[src/rtl/frame_scrambler_pkg.sv]
// -----------------------------------------------------------------------------
// scrambler_pkg
// Shared definitions for the frame scrambler / descrambler pair:
//   - LFSR width, default seed and keystream tap positions
//   - transmit FSM state encoding
//   - lfsr_next(): one keystream step, used by both ends of the link
// LFSR bit mapping: logical stage s[i] lives in state[LFSR_W-1-i], so a seed
// written as a plain hex literal puts its bit 11 into s[0] and bit 0 into s[11].
// -----------------------------------------------------------------------------
package scrambler_pkg;

    localparam int LFSR_W = 12;
    localparam logic [LFSR_W-1:0] DEFAULT_SEED = 12'h89F;

    // Keystream taps, in logical stage numbering s[0..11]
    localparam int TAP_A = 1;
    localparam int TAP_B = 8;
    localparam int TAP_C = 11;

    typedef enum logic [1:0] {
        IDLE  = 2'd0,
        START = 2'd1,
        SHIFT = 2'd2
    } fsm_state_t;

    // Returns {next_state, k}: k is taken from the current state, then every
    // stage moves one place down (s[i+1] <= s[i]) and k re-enters at s[0].
    function automatic logic [LFSR_W:0] lfsr_next(input logic [LFSR_W-1:0] state);
        logic k;
        k = state[LFSR_W-1-TAP_A] ^ state[LFSR_W-1-TAP_B] ^ state[LFSR_W-1-TAP_C];
        return {k, state[LFSR_W-1:1], k};
    endfunction

endpackage

[src/rtl/frame_scrambler_if.sv]
// -----------------------------------------------------------------------------
// frame_scrambler_if
// Bundles the word-side valid/ready handshake and the serial transmit side.
//   in_valid / in_ready / in_data : parallel plaintext word handshake
//   tx_start                      : strobe one cycle before a frame's first bit
//   tx_valid / tx_bit             : scrambled serial bit stream
//   done                          : pulse with the last bit of a frame
// master = word producer / line consumer, slave = the scrambler.
// -----------------------------------------------------------------------------
interface frame_scrambler_if #(
    parameter int FRAME_LEN = 32
);
    logic                 in_valid;
    logic                 in_ready;
    logic [FRAME_LEN-1:0] in_data;
    logic                 tx_start;
    logic                 tx_valid;
    logic                 tx_bit;
    logic                 done;

    modport master (
        output in_valid, in_data,
        input  in_ready, tx_start, tx_valid, tx_bit, done
    );

    modport slave (
        input  in_valid, in_data,
        output in_ready, tx_start, tx_valid, tx_bit, done
    );
endinterface

[src/rtl/frame_scrambler_lfsr12.sv]
// -----------------------------------------------------------------------------
// lfsr12
// 12-stage keystream generator.
//   clk, rst : clock, synchronous active-high reset (loads SEED)
//   step     : advance one keystream position
//   load     : reload SEED (wins over step)
//   state    : current register contents
//   k        : keystream bit of the current state
// -----------------------------------------------------------------------------
module lfsr12
    import scrambler_pkg::*;
#(
    parameter logic [LFSR_W-1:0] SEED = DEFAULT_SEED
) (
    input  logic              clk,
    input  logic              rst,
    input  logic              step,
    input  logic              load,
    output logic [LFSR_W-1:0] state,
    output logic              k
);

    logic [LFSR_W-1:0] state_r;
    logic [LFSR_W:0]   nxt_s;

    assign nxt_s = lfsr_next(state_r);
    assign state = state_r;
    assign k     = nxt_s[0];

    // Keystream register: seed on reset or load, otherwise step on demand
    always_ff @(posedge clk) begin
        if (rst || load) begin
            state_r <= SEED;
        end else if (step) begin
            state_r <= nxt_s[LFSR_W:1];
        end else begin
            state_r <= state_r;
        end
    end

endmodule

[src/rtl/frame_scrambler.sv]
// -----------------------------------------------------------------------------
// frame_scrambler
// Takes FRAME_LEN-bit words over a valid/ready handshake, serializes each
// MSB-first and XORs every bit with the LFSR keystream. A one-cycle tx_start
// precedes each frame; done marks the last bit.
//   clk, rst : clock, synchronous active-high reset
//   bus      : frame_scrambler_if.slave (handshake in, serial stream out)
// All outputs are registered. Output registers are loaded from the next-state
// values, so the keystream generator is consumed one cycle ahead of the bit
// appearing on tx_bit; seeding therefore happens on entry to START.
// -----------------------------------------------------------------------------
module frame_scrambler
    import scrambler_pkg::*;
#(
    parameter int                FRAME_LEN        = 32,
    parameter logic [LFSR_W-1:0] SEED             = DEFAULT_SEED,
    parameter bit                RESEED_PER_FRAME = 1'b0
) (
    input  logic clk,
    input  logic rst,
    frame_scrambler_if.slave bus
);

    localparam int CNT_W = (FRAME_LEN > 1) ? $clog2(FRAME_LEN) : 1;
    localparam logic [CNT_W-1:0] LAST_CNT = CNT_W'(FRAME_LEN - 1);

    fsm_state_t           state_r, state_d;
    logic [CNT_W-1:0]     cnt_r, cnt_d;
    logic [FRAME_LEN-1:0] shift_r, shift_d;
    logic [FRAME_LEN-1:0] buf_data_r, buf_data_d;
    logic                 buf_full_r, buf_full_d;
    logic                 in_ready_r, in_ready_d;
    logic                 tx_start_r, tx_start_d;
    logic                 tx_valid_r, tx_valid_d;
    logic                 tx_bit_r, tx_bit_d;
    logic                 done_r, done_d;
    logic                 accept_s;
    logic                 last_bit_s;
    logic                 lfsr_step_s;
    logic                 lfsr_load_s;
    logic                 lfsr_k_s;
    logic [LFSR_W-1:0]    lfsr_state_unused_s;

    lfsr12 #(
        .SEED (SEED)
    ) u_lfsr (
        .clk   (clk),
        .rst   (rst),
        .step  (lfsr_step_s),
        .load  (lfsr_load_s),
        .state (lfsr_state_unused_s),
        .k     (lfsr_k_s)
    );

    // Next-state, holding buffer, shift register and next output values
    always_comb begin
        accept_s   = bus.in_valid & in_ready_r;
        last_bit_s = (cnt_r == LAST_CNT);
        state_d    = state_r;
        cnt_d      = cnt_r;
        shift_d    = shift_r;
        buf_full_d = buf_full_r;
        buf_data_d = buf_data_r;

        case (state_r)
            IDLE: begin
                if (buf_full_r) begin
                    state_d = START;
                end else begin
                    state_d = IDLE;
                end
            end
            START: begin
                state_d    = SHIFT;
                cnt_d      = {CNT_W{1'b0}};
                shift_d    = buf_data_r;
                buf_full_d = 1'b0;
            end
            SHIFT: begin
                shift_d = {shift_r[FRAME_LEN-2:0], 1'b0};
                if (last_bit_s) begin
                    cnt_d   = {CNT_W{1'b0}};
                    state_d = buf_full_r ? START : IDLE;
                end else begin
                    cnt_d   = cnt_r + CNT_W'(1);
                    state_d = SHIFT;
                end
            end
            default: begin
                state_d = IDLE;
            end
        endcase

        // in_ready is low throughout START, so a write never collides with the drain
        if (accept_s) begin
            buf_full_d = 1'b1;
            buf_data_d = bus.in_data;
        end else begin
            buf_full_d = buf_full_d;
            buf_data_d = buf_data_d;
        end

        in_ready_d  = ~buf_full_d;
        tx_start_d  = (state_d == START);
        tx_valid_d  = (state_d == SHIFT);
        done_d      = tx_valid_d && (cnt_d == LAST_CNT);
        tx_bit_d    = tx_valid_d ? (shift_d[FRAME_LEN-1] ^ lfsr_k_s) : 1'b0;
        // Keystream is consumed when a valid bit is registered; reseed on entry to START
        lfsr_step_s = tx_valid_d;
        lfsr_load_s = RESEED_PER_FRAME && tx_start_d;
    end

    // State, datapath and output registers
    always_ff @(posedge clk) begin
        if (rst) begin
            state_r    <= IDLE;
            cnt_r      <= {CNT_W{1'b0}};
            shift_r    <= {FRAME_LEN{1'b0}};
            buf_data_r <= {FRAME_LEN{1'b0}};
            buf_full_r <= 1'b0;
            in_ready_r <= 1'b0;
            tx_start_r <= 1'b0;
            tx_valid_r <= 1'b0;
            tx_bit_r   <= 1'b0;
            done_r     <= 1'b0;
        end else begin
            state_r    <= state_d;
            cnt_r      <= cnt_d;
            shift_r    <= shift_d;
            buf_data_r <= buf_data_d;
            buf_full_r <= buf_full_d;
            in_ready_r <= in_ready_d;
            tx_start_r <= tx_start_d;
            tx_valid_r <= tx_valid_d;
            tx_bit_r   <= tx_bit_d;
            done_r     <= done_d;
        end
    end

    assign bus.in_ready = in_ready_r;
    assign bus.tx_start = tx_start_r;
    assign bus.tx_valid = tx_valid_r;
    assign bus.tx_bit   = tx_bit_r;
    assign bus.done     = done_r;

endmodule
[src/flat_wrapper.sv]
// flat-port wrapper written by rule: the top's interface ports become plain ports
module frame_scrambler_flat import scrambler_pkg::*;
#(
    parameter int                FRAME_LEN        = 32,
    parameter logic [LFSR_W-1:0] SEED             = DEFAULT_SEED,
    parameter bit                RESEED_PER_FRAME = 1'b0
)
  (clk, rst, bus_in_valid, bus_in_data, bus_in_ready, bus_tx_start, bus_tx_valid, bus_tx_bit, bus_done);
  frame_scrambler_if #(.FRAME_LEN(FRAME_LEN)) bus_i ();
  input  logic clk;
  input  logic rst;
  input wire logic [$bits(bus_i.in_valid)-1:0] bus_in_valid;
  input wire logic [$bits(bus_i.in_data)-1:0] bus_in_data;
  output wire logic [$bits(bus_i.in_ready)-1:0] bus_in_ready;
  output wire logic [$bits(bus_i.tx_start)-1:0] bus_tx_start;
  output wire logic [$bits(bus_i.tx_valid)-1:0] bus_tx_valid;
  output wire logic [$bits(bus_i.tx_bit)-1:0] bus_tx_bit;
  output wire logic [$bits(bus_i.done)-1:0] bus_done;
  assign bus_i.in_valid = bus_in_valid;
  assign bus_i.in_data = bus_in_data;
  assign bus_in_ready = bus_i.in_ready;
  assign bus_tx_start = bus_i.tx_start;
  assign bus_tx_valid = bus_i.tx_valid;
  assign bus_tx_bit = bus_i.tx_bit;
  assign bus_done = bus_i.done;
  frame_scrambler #(.FRAME_LEN(FRAME_LEN), .SEED(SEED), .RESEED_PER_FRAME(RESEED_PER_FRAME)) u_core (.clk(clk), .rst(rst), .bus(bus_i));
endmodule
[config.mk]
export PLATFORM = sky130hd
export DESIGN_NAME = frame_scrambler_flat
export DESIGN_NICKNAME = d
export VERILOG_FILES = /design/src/rtl/frame_scrambler_pkg.sv /design/src/rtl/frame_scrambler_if.sv /design/src/rtl/frame_scrambler_lfsr12.sv /design/src/rtl/frame_scrambler.sv /design/src/flat_wrapper.sv
export SDC_FILE = /design/constraint.sdc
export NUM_CORES = 1
export LEC_CHECK = 0
export ABC_AREA = 1
export CORE_ASPECT_RATIO = 1.1
export CORE_MARGIN = 2
export CORE_UTILIZATION = 40
export DETAILED_ROUTE_END_ITERATION = 6
export PLACE_DENSITY = 0.7
export REMOVE_ABC_BUFFERS = 1
export SYNTH_ARGS = -nofsm -noshare
export SYNTH_HDL_FRONTEND = slang
export SYNTH_SLANG_ARGS = --single-unit
[constraint.sdc]
create_clock -name clk -period 4.58 [get_ports clk]
set_clock_uncertainty 0.2 [all_clocks]
set_input_delay 0.916 -clock clk [delete_from_list [all_inputs] [get_ports clk]]
set_output_delay 0.916 -clock clk [all_outputs]
set_load 0.02 [all_outputs]
==> results.txt, run 1 <==
* Status: finished, final reports clean
* Tightest Hold Check Type: flop to flop
* Flip-flop and latch count after synthesis: 89
- Of the total synthesized cell area, the portion taken by XOR and XNOR cells is 0%.
- Setup violations remaining at the end of the flow were counted as 0.
* Hold-fix buffer count after cts: 0
- In this run the static leakage power is between 1.5 and 2 nW.
* Post-Synthesis Cell Area: ~3700 sq um
- At the pin with the least slew margin, the transition time is around 1200 ps.
- Final cell area excluding filler cells: 4370 sq um
- Across the run, the number of max-cap violations was 0.
* Combinational share of power: a little over an eighth
- For this run, design rule violations remaining after detail routing come to 0.
- Crit path time final: roughly 2600 ps
- In this run the horizontal extent of the chip is about 96 microns.
* NetSw: about 430 uW
- Core Box Area: 8960 sq um
* Most congested layer reported by global routing: met2
- Of all flip-flops after synthesis, the portion carrying an async set or reset was 0%.
- The initial antenna violation count came to 0.
- Each instance of the synthesized netlist takes up on average 7.24 sq um.
- The final layout contains slightly below 600 nets.
* Sum of negative setup slack: 0 ps
* Grt met1 use: 18.6%
- Slew headroom: approximately a fifth
- Share of total power consumed by net switching: roughly a quarter
* Number of flops mapped to enable cells by yosys: 0
* Biggest fanout along the worst timing path: just under 50
- Sequential cell area: approximately 1800 sq um
* CTS max path bufs: 2
- CP arrival: approximately 2700 ps
- Gate Count Post-Synth: roughly 520
- Entering global routing, the biggest net connects 61 pins.
* Ys Warns: 0
* WHS: 254 ps
- The floorplan has 36 rows.
- Global routing used between 10% and 20% of the available tracks across all layers.
- Path type of the worst setup path: input pin to flop
- The H-tree was split into 3 levels.
- For this configuration, the core starts out at a cell density of 41.6%.
* Detailed placement HPWL: 4720 microns
- Compound-Gate Fraction of Synth Area: between 20% and 30%
* Number of vias per cell after detailed routing: ~4.8
* Power Total: 1.65 mW
- Synth-to-Final Area Change: 17.1%
- TritonCTS built the clock tree.
- Largest family of logic cells by synthesized area: compound AO/OA/AOI/OAI gates
- Pins over their slew limit: 0
- CP startpoint kind: input pin
- The routed layout has 3133 vias.
- Buffers added to address setup during post-CTS repair amount to 0.
- Highest clock rate: approximately 0.38 GHz
* Wire length after detailed routing: ~7200 microns
- Number of clock sinks: 89
* Max IR drop VDD: ~0.00015 V
* Overall die area: just over 10000 sq um
- Filler cell count in the final layout: around 910
* Synth unique cells: 25
* Area share of fa/ha/maj cells after synthesis: 2.01%
- After detailed routing, the average wire length per cell comes to 11.0 microns.
* Root buffer cell: clkbuf_8
- The first global-routing pass estimated 12600 microns of wire.
- In this run, CTS created clock tree buffers numbering 9.
- Internal power comes to about 1.2 mW.
* Clock latency at the later pin of the worst-skew pair: approximately 350 ps
- Overflow after GRT: 0
- Cells with a size suffix above 1 make up under 10% of the layout.
* M3 GR Usage: between 2 and 3%
- Of the post-synthesis cell area, the part taken by muxes is 0%.
- Setup repair after global routing left no endpoint under its margin.
* Share of the cycle needed by the critical path after routing: around 57%
- The count of nets left with antenna violations once routing finished came out at 0.
* Post-synth top flop: dfxtp_1
- Final hold violations: 0
- Simple-Gate Fraction of Synth Area: 17.3%
* Clock power share: roughly 34%
* Detailed router's first-iteration violation count: approximately 170
* Height of the chip: roughly 110 microns
* Cell area power density: around 380 nW/um^2
* Area of placed instances: between 4000 and 5000 sq um
- Seq/Total Area, Yosys: a little under half
* Number of top-level pins: 40
* Multi-input gate area: ~1500 sq um
* First-pass DRT Iterations: 4
* Count of input and output buffers: 39
- Met2 global-route usage: between 20% and 30%
* Number of resized instances in the post-cts repair step: 0
- Sequential group share of total power: 52.1%
* Clk slew on worst S/H paths: about 80 ps
- For the worst setup path, the data required time is 4660 ps.
- The via count of the first global-routing pass is 2948.
* Final weighted congestion in routability-driven placement: ~0.73
- # diodes: 0
* Worst Setup End Kind: flop
-- cells in the final DEF, fill, tap and decap left out, types with 2 or more instances in the layout --
cell             count
buf_4                3
nand3b_1             4
nand3_1             15
a21oi_1             49
nand2_1             64
clkinvlp_4           2
dfxtp_1             89
clkbuf_8            12
ha_1                 6
nor2_1              61
inv_1               91
clkdlybuf4s50_1     39
nor3_1               2
or2_2                2
clkinv_1             2
o22ai_1             15
o21ai_0             79
-- synth_stat cells (2+ instances only) --
cell type,count,share of area (%)
buf_2,6,0.81
nor2_1,61,6.1
buf_6,2,0.60
nor3_1,2,0.27
o21ai_0,79,11
nand3_1,15,2.0
clkbuf_1,19,1.9
nand3b_1,4,0.81
o22ai_1,15,2.5
ha_1,6,2.0
a21oi_1,49,6.6
dfxtp_1,89,48
clkinv_1,2,0.20
inv_1,91,9.2
or2_2,2,0.34
nand2_1,64,6.4
-- power groups by stage --
| stage | clock network [mW] | registers [mW] | logic, mW |
|---|---|---|---|
| 2_1_floorplan | 0 | 0.876 | 0.148 |
| 5_1_grt | 0.604 | 0.869 | 0.264 |
| 4_1_cts | 0.578 | 0.862 | 0.228 |
| 3_5_place_dp | 0 | 0.880 | 0.227 |
| 3_3_place_gp | 0 | 0.878 | 0.219 |
| 6_report | 0.565 | 0.862 | 0.226 |
-- metrics by stage --
stage,setup WS (ps),std cells,utilization [%]
floorplan,1830,486,-
detailed placement,1570,642,46.3
finish,1970,658,48.7
global placement,1630,642,46.3
CTS,1940,658,48.7
global route,1620,658,48.7
-- registers in the layout (all words and copies together), names as in the netlist, 2 cells and up --
signal and cells:
u_core.buf_data_r 32, u_core.shift_r 32, u_core.u_lfsr.state 12, u_core.cnt_r 5, u_core.state_r 2
-- worst max-delay path, stage by stage --
cell	delay (ps)
clkdlybuf4s50_1	400
nand2_1	80
buf_4	370
clkinv_1	490
a21oi_1	300
inv_1	60
nor2_1	70
-- final timing paths --
| kind | from | to | slack [ps] | cells past startpoint |
|---|---|---|---|---|
| max reg2reg | u_core.state_r[1] | u_core.shift_r[1] | 2250 | 6 |
| min | u_core.buf_data_r[5] | u_core.buf_data_r[5] | 250 | 2 |
| max | bus_in_valid | u_core.bus.in_ready | 1970 | 7 |
| min reg2reg | u_core.buf_data_r[5] | u_core.buf_data_r[5] | 250 | 2 |
-- kinds of logic after synthesis --
logic type / after synthesis
compound gates: 144
fa+ha+maj: 6
buf+inv: 122
flops: 89
simple gates: 154
-- cell type report --
cell class / count / area share [%]
clock buffer: 12 / 3.78
clock inverter: 4 / 1.15
inverter: 93 / 8.00
multi-input combinational: 304 / 33.5
sequential: 89 / 40.8
tap: 114 / 3.27
timing repair buffer: 42 / 9.46
-- per-layer routing --
layer / part of all wire (%) / vias up
met5: 0 / -
met4: 1.6 / 0
met3: 3.4 / 9
met2: 49 / 49
met1: 46 / 1407
li1: - / 1668
No activity file was read; power rests on OpenSTA's default activity.
==> run 2, diff against run 1 <==
==> constraint.sdc (replaced) <==
create_clock -name clk -period 2.6 [get_ports clk]
set_clock_uncertainty 0.2 [all_clocks]
set_input_delay 0.52 -clock clk [delete_from_list [all_inputs] [get_ports clk]]
set_output_delay 0.52 -clock clk [all_outputs]
set_load 0.02 [all_outputs]
==> run 2 against run 1 <==
Net effect: design area rose by 0.43%; setup slack got worse by 1500 ps; via count rose by 0.22%; flip-flop and latch count is the same; sequential power grew 76%; non-clock buffer count grew 6.
==> results.txt, run 2 (synthesis results as in run 1) <==
* Share of the cycle needed by the critical path after routing: approximately 80%
- Initial antenna violation count: 0
* Area of placed instances: around 4200 sq um
* Count of vias placed by the detailed router: around 3100
* # diodes: 0
* Core Box Area: roughly 9000 sq um
- Buffers added to address setup during post-CTS repair amount to 0.
* Maximum level of the CTS H-tree: 3
- After detailed routing, the number of vias per cell comes to 4.73.
- Traced cell by cell, the critical path runs through ha_1 -> and3_1 -> ha_1 -> inv_1 -> nand2_2 -> nand2_1 -> nand2_1 -> nor2_2 -> nand2_1 -> nand3_1.
- Grt met1 use: 19.0%
- Global-route wire length before repair: 12500 microns
- Leakage power of the design: just under 2 nW
* Total clock buffers created by CTS: 9
- The tool flagged a number of max-cap violations equal to 0.
- Tightest Hold Check Type: flop to flop
* DR DRC count: 0
- Root buffer cell: clkbuf_8
- The worst pin sits at a relative slew slack of 56.6%.
- For this configuration, the core starts out at a cell density of around two fifths.
- In this run the most used layer during global routing was met2.
- The worst setup path is captured at a flop.
* WHS: around 260 ps
- Buffers placed on the I/O ports in this run total 39.
* Most numerous cell on the critical path: nand2_1
* Detailed placement HPWL: a little under 5000 microns
- By startpoint and endpoint, the worst setup path is classified as flop to flop.
- In this run the core area contains 36 standard-cell rows.
* Met2 global-route usage: 25.6%
* Horizontal die dimension: about 96 microns
- Wires add up to 7180 microns.
* Detailed router's first-iteration violation count: 99
- Final hold violations: 0
- TritonCTS built the clock tree.
- At the placement stage, the worst setup path has a slack of roughly 440 ps.
- Least-Margin Pin Slew: approximately 650 ps
* Setup slack after layout: between 500 and 600 ps
- Number of resized instances in the post-cts repair step: 0
- The clock passes through at most 2 buffers.
- After clock tree synthesis, the clock-pin slew on the worst setup and hold paths is ~80 ps.
- The die covers 10100 sq um.
- Compared with the post-synthesis result, the final layout area differs by 17.6%.
* Share of the core filled with cells: 48.9%
- Biggest fanout along the worst timing path: 12
* Height of the chip: about 110 microns
- For this run, the total global-route usage over all layers was measured as between 10% and 20%.
* Setup repair after global routing missed its margin: false
* Worst path top cell family by delay: simple AND/OR/NAND/NOR gates
- Cell with the biggest individual delay on the critical path: nor2_2
- IR analysis of the VDD net gives a maximum drop of 0.000289 V.
- Setup violations remaining at the end of the flow were counted as 0.
* CP startpoint kind: flop
- The count of final max-slew check failures was 0.
- Leading cell type in the layout, fill and taps excluded: inv_1
- For this run the aggregate overflow at the end of global routing stands at 0.
- Remaining antenna violation count: 0
* Crit path required time: between 2000 and 3000 ps
* Number of top-level pins: 40
- Fraction of final layout cells with drive strength greater than 1: about 5.3%
- The net count of the finished layout is 586.
- Final weighted congestion in routability-driven placement: 0.783
* Average wire length per cell after detail routing: about 11 microns
- First-pass DRT Iterations: 4
- Timing would allow up to 0.478 GHz.
- CP Buf/Inv Count: 1
- Final cell area excluding filler cells: between 4000 and 5000 sq um
- The routed design could run at a clock period as short as roughly 2100 ps.
* Clock latency at the later pin of the worst-skew pair: 360 ps
- For this run, global-route usage on met3 was measured as between 3 and 4%.
* Hold-fix buffer count after cts: 0
- The run finished with clean final reports.
- Top library cells by usage in the layout, fill and taps aside: 91 x inv_1, 89 x dfxtp_1, 79 x o21ai_0
- Summed over all failing endpoints, the final setup total negative slack is 0 ps.
* Filler cell count in the final layout: roughly 890
- Data on the critical path arrives at its endpoint at about 2200 ps.
- Via count of the first global-routing pass: roughly 2900
- Number of clock sinks: 89
- For this run, the slowest stage of the critical path takes 420 ps.
- Cell area power density: about 650 nW/um^2
* Largest net degree at the start of global routing: ~50
[run 2: routing by layer]
layer  vias up  wire (microns)  share of wire, %
met5         -               0                 0
met4         0             126               1.8
met3         9             284               4.0
met2        50            3340                47
met1      1399            3420                48
li1       1682               -                 -
[run 2: path summary, 6_finish.rpt]
path | start | to | slack, ps | cells past startpoint
max reg2reg | u_core.cnt_r[0] | u_core.u_lfsr.state[4] | 510 | 10
min | u_core.buf_data_r[1] | u_core.buf_data_r[1] | 260 | 2
max | u_core.cnt_r[0] | u_core.u_lfsr.state[4] | 510 | 10
min reg2reg | u_core.buf_data_r[1] | u_core.buf_data_r[1] | 260 | 2
[run 2: cell type report]
type                    count  area (sq um)  share of cell area (%)
flip-flops and latches     89          1780                    40.6
multi-input cells         304          1460                    33.4
repair buffers             48           458                    10.4
inverters                  93           349                    7.96
clock buffers              13           149                    3.40
well taps                 114           143                    3.25
clock inverters             3          40.0                   0.913
[run 2: power breakdown]
part / switching (mW) / internal (mW)
Combinational: 0.237 / 0.169
Sequential: 0.0419 / 1.47
Clock: 0.461 / 0.469
[run 2: worst register-to-register path: cells and delay by family (launching register included)]
| kind | cells | cell delay [ps] |
|---|---|---|
| buffers and inverters | 1 | 70 |
| and+or+nand+nor | 7 | 1010 |
| adders and majority gates | 2 | 420 |
| DFF | 1 | 330 |
[run 2: metrics by stage]
step | total power, mW | std cells
2_1_floorplan | 1.80 | 486
3_3_place_gp | 1.94 | 648
3_5_place_dp | 1.96 | 648
4_1_cts | 2.88 | 664
5_1_grt | 3.00 | 664
6_report | 2.85 | 664
